[config.mk]
export PLATFORM = sky130hd
export DESIGN_NAME = sign_deduct_sched
export DESIGN_NICKNAME = d
export VERILOG_FILES = /design/src/rtl/sign_deduct_pkg.sv /design/src/rtl/sign_deduct_core.sv /design/src/rtl/sign_deduct_sched.sv
export SDC_FILE = /design/constraint.sdc
export NUM_CORES = 1
export LEC_CHECK = 0
export ABC_AREA = 1
export CORE_ASPECT_RATIO = 0.6
export CORE_MARGIN = 3
export CORE_UTILIZATION = 45
export CTS_CLUSTER_DIAMETER = 40
export DETAILED_ROUTE_END_ITERATION = 8
export MAX_ROUTING_LAYER = met4
export PLACE_DENSITY = 0.73
export REMOVE_ABC_BUFFERS = 1
export SLEW_MARGIN = 20
export SYNTH_ARGS = -nofsm -noshare
export SYNTH_HDL_FRONTEND = slang
export SYNTH_HIERARCHICAL = 1
export SYNTH_SLANG_ARGS = --single-unit
[constraint.sdc]
create_clock -name CLOCK -period 3.6 [get_ports CLOCK]
set_clock_uncertainty 0.2 [all_clocks]
set_input_delay 0.72 -clock CLOCK [delete_from_list [all_inputs] [get_ports CLOCK]]
set_output_delay 0.72 -clock CLOCK [all_outputs]
set_load 0.05 [all_outputs]
[src/rtl/sign_deduct_pkg.sv]
// Shared widths and defaults for the sign/magnitude deduction scheduler.
package sign_deduct_pkg;

    localparam int COORD_W   = 12;
    localparam int N_REQ_DEF = 4;
    localparam int ID_W      = $clog2(N_REQ_DEF);

endpackage

[src/rtl/sign_deduct_core.sv]
// Combinational |coord - offset| with an unsigned-compare sign flag.
module sign_deduct_core
    import sign_deduct_pkg::*;
#(
    parameter int W = COORD_W
) (
    input  logic [W-1:0] coord,
    input  logic [W-1:0] offset,
    output logic [W-1:0] mag,
    output logic         sign
);

    always_comb begin
        sign = (coord < offset);
        mag  = sign ? (offset - coord) : (coord - offset);
    end

endmodule

[src/rtl/sign_deduct_sched.sv]
// Round-robin scheduler sharing one deduction core among N_REQ requesters
// through a two-stage pipeline (issue/operand capture, result register).
module sign_deduct_sched
    import sign_deduct_pkg::*;
#(
    parameter int N_REQ = N_REQ_DEF,
    parameter int W     = COORD_W
) (
    input  logic                     CLOCK,
    input  logic                     RESET,
    input  logic [N_REQ-1:0]         req,
    input  logic [N_REQ*W-1:0]       coord,
    input  logic [N_REQ*W-1:0]       offset,
    output logic [N_REQ-1:0]         done,
    output logic                     res_valid,
    output logic [$clog2(N_REQ)-1:0] res_id,
    output logic [W-1:0]             res_mag,
    output logic                     res_sign,
    output logic                     busy
);

    localparam int SEL_W = $clog2(N_REQ);

    logic [SEL_W-1:0] r_ptr;
    logic [N_REQ-1:0] r_inflight;

    logic             r_v1;
    logic [SEL_W-1:0] r_id1;
    logic [W-1:0]     r_coord1;
    logic [W-1:0]     r_offset1;

    logic             r_v2;
    logic [SEL_W-1:0] r_id2;
    logic [W-1:0]     r_mag2;
    logic             r_sign2;

    logic [N_REQ-1:0] w_elig;
    logic             w_found;
    logic [SEL_W-1:0] w_win;
    logic [SEL_W-1:0] w_idx;
    logic [N_REQ-1:0] w_set;
    logic [N_REQ-1:0] w_done;
    logic [W-1:0]     w_mag;
    logic             w_sign;

    assign w_elig = req & ~r_inflight;

    // Scan from the farthest offset down so the one closest to r_ptr wins;
    // the index wraps naturally because N_REQ is a power of two.
    always_comb begin
        w_found = 1'b0;
        w_win   = r_ptr;
        w_idx   = r_ptr;
        for (int k = N_REQ - 1; k >= 0; k--) begin
            w_idx = r_ptr + SEL_W'(k);
            if (w_elig[w_idx]) begin
                w_found = 1'b1;
                w_win   = w_idx;
            end
        end
    end

    assign w_set  = w_found ? (N_REQ'(1) << w_win) : '0;
    assign w_done = r_v2 ? (N_REQ'(1) << r_id2) : '0;

    sign_deduct_core #(.W(W)) u_core (
        .coord  (r_coord1),
        .offset (r_offset1),
        .mag    (w_mag),
        .sign   (w_sign)
    );

    always_ff @(posedge CLOCK or posedge RESET) begin
        if (RESET) begin
            r_ptr      <= '0;
            r_inflight <= '0;
            r_v1       <= 1'b0;
            r_id1      <= '0;
            r_coord1   <= '0;
            r_offset1  <= '0;
            r_v2       <= 1'b0;
            r_id2      <= '0;
            r_mag2     <= '0;
            r_sign2    <= 1'b0;
        end else begin
            // Issue stage: completion clears and the new issue can land on the same edge.
            r_inflight <= (r_inflight & ~w_done) | w_set;
            r_v1       <= w_found;
            r_id1      <= w_win;
            r_coord1   <= coord[w_win*W +: W];
            r_offset1  <= offset[w_win*W +: W];
            if (w_found) begin
                r_ptr <= w_win + SEL_W'(1);
            end
            // Result stage
            r_v2    <= r_v1;
            r_id2   <= r_id1;
            r_mag2  <= w_mag;
            r_sign2 <= w_sign;
        end
    end

    assign done      = w_done;
    assign res_valid = r_v2;
    assign res_id    = r_id2;
    assign res_mag   = r_mag2;
    assign res_sign  = r_sign2;
    assign busy      = |r_inflight;

endmodule

---- Yosys cells after proc, flatten, opt, wreduce, memory -nomap -nowiden ----
Index checks and enable logic that the tools add are counted.
storage, ports and cells
  logic and storage cells ................. 51
  output and inout bits ................... 21
  bits in registers ....................... 49
cells by class
  bitwise operators ....................... 5
  add/subtract/negate cells ............... 6
  reductions and logical operators ........ 1
  magnitude comparators ................... 5
  multiplexer cells ....................... 19
  $mul .................................... 1
  shifts and indexed selects .............. 4
operators by type and width
  cell                   count
  $shiftx A48 B7 Y12     2
  $sub A12 B12 Y12       2
  $lt A12 B12 Y1         1
  $lt A2 B3 Y1 const B   4
  $mux W12               1
  $and A4 B4 Y4          2
  $bmux W1 S2            4
  $mux W1                8
  $mux W2                4
  $mux W4                2
  $not A4 Y4             2
  $shl A1 B2 Y4 const A  2
  $add A2 B1 Y2 const B  2
  $add A2 B2 Y2 const B  2
  $mul A2 B2 Y4 const B  1
  $or A4 B4 Y4           1
  $reduce_or A4 Y1       1

---- Logic depth before layout (Yosys ltp) ----
  depth in word-level cells ............... 11
  mapped depth ............................ 16

---- By module ----
The synthesis kept the hierarchy.
modules (own cells, without submodules)
  module             instances  cells each  area each (um^2)  sequential area each (um^2)
  sign_deduct_sched  1          383         2,685.1           1,226.2
  sign_deduct_core   1          283         1,467.7           0.0

---- Least setup slack after synthesis ----
OpenSTA, ideal clock, no wires.
  path kind ............................... reg2out
  start point ............................. register r_id2[0] (netlist: res_id[0])
  end point ............................... output done[3]
  stages on the path, launching flop included .. 3
  data arrival time ....................... 1,896 ps
  data required time ...................... 2,680 ps
  path buffers ............................ 0
  setup slack ............................. 784 ps
  path through ............................ dfrtp_1 > inv_1 > nor3_1
on the way
  word-level cells in the longest chain between the ends .. 2
ends and longest elaborated chain
  what                    RTL line                 text
  from (decl)             sign_deduct_sched.sv:33  logic [SEL_W-1:0] r_id2;
  from (signal assigned)  sign_deduct_sched.sv:97  r_id2 <= r_id1;
  $shl A1 B2 Y4           sign_deduct_sched.sv:64  assign w_done = r_v2 ? (N_REQ'(1) << r_id2) : '0;
  $mux W4                 sign_deduct_sched.sv:64
  to (decl)               sign_deduct_sched.sv:14  output logic [N_REQ-1:0] done,
Every way passes these cells.

---- Worst setup path after layout ----
  start point ............................. register r_id2[0] (netlist: res_id[0])
  end point ............................... output done[1]
Same word-level chain as after synthesis.

==> results.sh <==
export IMPL_area_growth_pct=33.4
export IMPL_max_cap_viol_count=0
export IMPL_min_path_type="register to register"
export IMPL_ys_warnings_count=6
export IMPL_grt_pass1_wl_microns=19500
export IMPL_final_cell_count_no_fill=888
export IMPL_n_antenna_cell=0
export IMPL_ys_ff_latch=49
export IMPL_io_pins=123
export IMPL_p_sw_frac=0.331
export IMPL_nets=902
export IMPL_internal_power_mw=1.10
export IMPL_cts_resized=0
export IMPL_layout_commonest_cell="nand2_1"
export IMPL_p_leak_nw=3.10
export IMPL_drc=0
export IMPL_coreArea_sq_um=8750
export IMPL_row_count=26
export IMPL_vias=4320
export IMPL_combPwrFrac=0.361
export IMPL_worstPathRequired_ps=2680
export IMPL_seq_power_share=0.371
export IMPL_worst_pin_slew_ps=605
export IMPL_cp_max_fo=4
export IMPL_yosys_area_top_type="dfrtp_1"
export IMPL_clk_pin_slew_ps=60
export IMPL_clockBufferDepth=2
export IMPL_place_hpwl_microns=9060
export IMPL_dp_cells=880
export IMPL_place_port_buffers=122
export IMPL_timing_fmax_ghz=0.338
export IMPL_die_h_microns=80.4
export IMPL_synth_yosys_seq_area_share=0.295
export IMPL_wire_per_inst_microns=12.8
export IMPL_dr_pass1_iters=5
export IMPL_drtIter0Drc=303
export IMPL_arrival_ps=2040
export IMPL_grt_setup_unrepaired="false"
export IMPL_cts_made_buffers=5
export IMPL_post_route_min_period_ps=2960
export IMPL_cts_setup_buffers=0
export IMPL_synth_top_area_share=0.295
export IMPL_die_width_microns=130
export IMPL_ir_drop_v=0.000184
export IMPL_grt_max_degree=50
export IMPL_power_frac_clock=0.268
export IMPL_powerDensity_nw_per_um2=298
export IMPL_htree_levels=2
export IMPL_synth_cell_area_sq_um=4150
export IMPL_drtAntennaViolNets=0
export IMPL_fin_setup_tns_ps=0
export IMPL_grt_util_all_layers=0.238
export IMPL_end_kind="output pin"
export IMPL_overflow=0
export IMPL_gp_congestion=0.860
export IMPL_seq_area_sq_um=1230
export IMPL_switchingPower_mw=0.546
export IMPL_viasPerCell=4.86
export IMPL_syn_avg_cell_area_sq_um=6.24
export IMPL_worstSetupPathType="register to output pin"
export IMPL_insertion_delay_ps=280
export IMPL_drive_above_1_share=0.0464
export IMPL_hold_viol=0
export IMPL_holdWs_ps=148
export IMPL_synth_area_leaders="dfrtp_1, nand2_1, nand3_1"
export IMPL_slew_headroom=0.596
export IMPL_cts_sinks=49
export IMPL_setup_viol=0
export IMPL_start_util=0.475
export IMPL_cts_hold_buf=0
export IMPL_antenna_found_initial=0
export IMPL_cp_start_kind="register"
export IMPL_die_area_sq_um=10500
export IMPL_status="completed"
export IMPL_netlist_instances=666
export IMPL_slew_violations=0
export IMPL_period_share=0.821
export IMPL_cts_root_buf="clkbuf_16"
export IMPL_cts_tree="yes"
export IMPL_grt_pass1_vias=4160
export IMPL_fill_cells=775
export IMPL_yosysUniqueCellTypes=28
export IMPL_layout_common_cells="nand2_1, clkdlybuf4s50_1, inv_1"
export IMPL_routed_wl_microns=11400
export IMPL_multiInputGateArea_sq_um=2280
-- Yosys cell counts (all sizes together) --
cell and instances:
xnor2 4, o21bai 1, buf 23, o21ai 10, nor3 5, nand3b 1, nand4 10, ha 23
or2 1, nand3 105, nand2 272, xor2 7, nor2 12, dfrtp 49, clkbuf 2, fa 2
inv 128, a21oi 11
-- sequential cells by signal (all words and copies together) (netlist names) --
signal      flops
res_sign        1
r_ptr           2
res_id          2
res_mag        12
r_id1           2
res_valid       1
r_v1            1
r_inflight      4
r_offset1      12
r_coord1       12
-- per-layer routing --
layer,GRT usage,up-vias,share of wire
li1,-,2237,-
met1,0.377,1924,0.54
met2,0.322,157,0.38
met3,0.0352,2,0.070
met4,0.0342,0,0.0024
met5,-,-,0
-- power groups by stage --
stage	clock network [mW]	registers [mW]	logic, mW
2_1_floorplan	0	0.736	0.237
3_3_place_gp	0	0.621	0.585
3_5_place_dp	0	0.624	0.591
4_1_cts	0.458	0.613	0.593
5_1_grt	0.481	0.618	0.659
6_report	0.442	0.612	0.595
-- critical path: stages, from the launching register on --
cell and delay [ps]:
dfrtp_1 430, inv_1 100, nor3_1 340, clkdlybuf4s50_1 890
-- per-stage QoR --
stage	total power, mW	util	setup WS (ps)	area [sq um]
finish	1.65	0.633	644	5540
detailed placement	1.21	0.617	670	5400
floorplan	0.973	-	490	3990
global route	1.76	0.633	553	5540
CTS	1.66	0.633	671	5540
global placement	1.21	0.617	713	5400
-- kinds of logic after synthesis --
logic type                 share of synthesized area
AOI/OAI and AO/OA                             0.0307
xor gates and xnor gates                      0.0232
adders and majority gates                     0.0789
buffers and inverters                          0.155
DFF                                            0.295
and+or+nand+nor                                0.417
-- layout make-up --
type | instances | share of cell area
tap | 112 | 0.0253
inverter | 128 | 0.0867
clock buffer | 6 | 0.0233
sequential | 49 | 0.221
multi-input combinational | 464 | 0.412
clock inverter | 2 | 0.00181
timing repair buffer | 127 | 0.230
-- worst paths after layout --
kind | start | to | slack (ps) | depth (start not counted)
setup reg to reg | r_ptr[0]$_DFFE_PP0P_ | r_offset1[11]$_DFF_PP0_ | 1220 | 16
max in group asynchronous | RESET | res_mag[10]$_DFF_PP0_ | 2070 | 3
min in group asynchronous | RESET | r_coord1[0]$_DFF_PP0_ | 720 | 3
hold / removal | r_v1$_DFF_PP0_ | res_valid$_DFF_PP0_ | 150 | 0
hold reg to reg | r_v1$_DFF_PP0_ | res_valid$_DFF_PP0_ | 150 | 0
setup / recovery | res_id[0]$_DFF_PP0_ | done[1] | 640 | 3
Note: power is estimated with default switching activity, not from simulation.
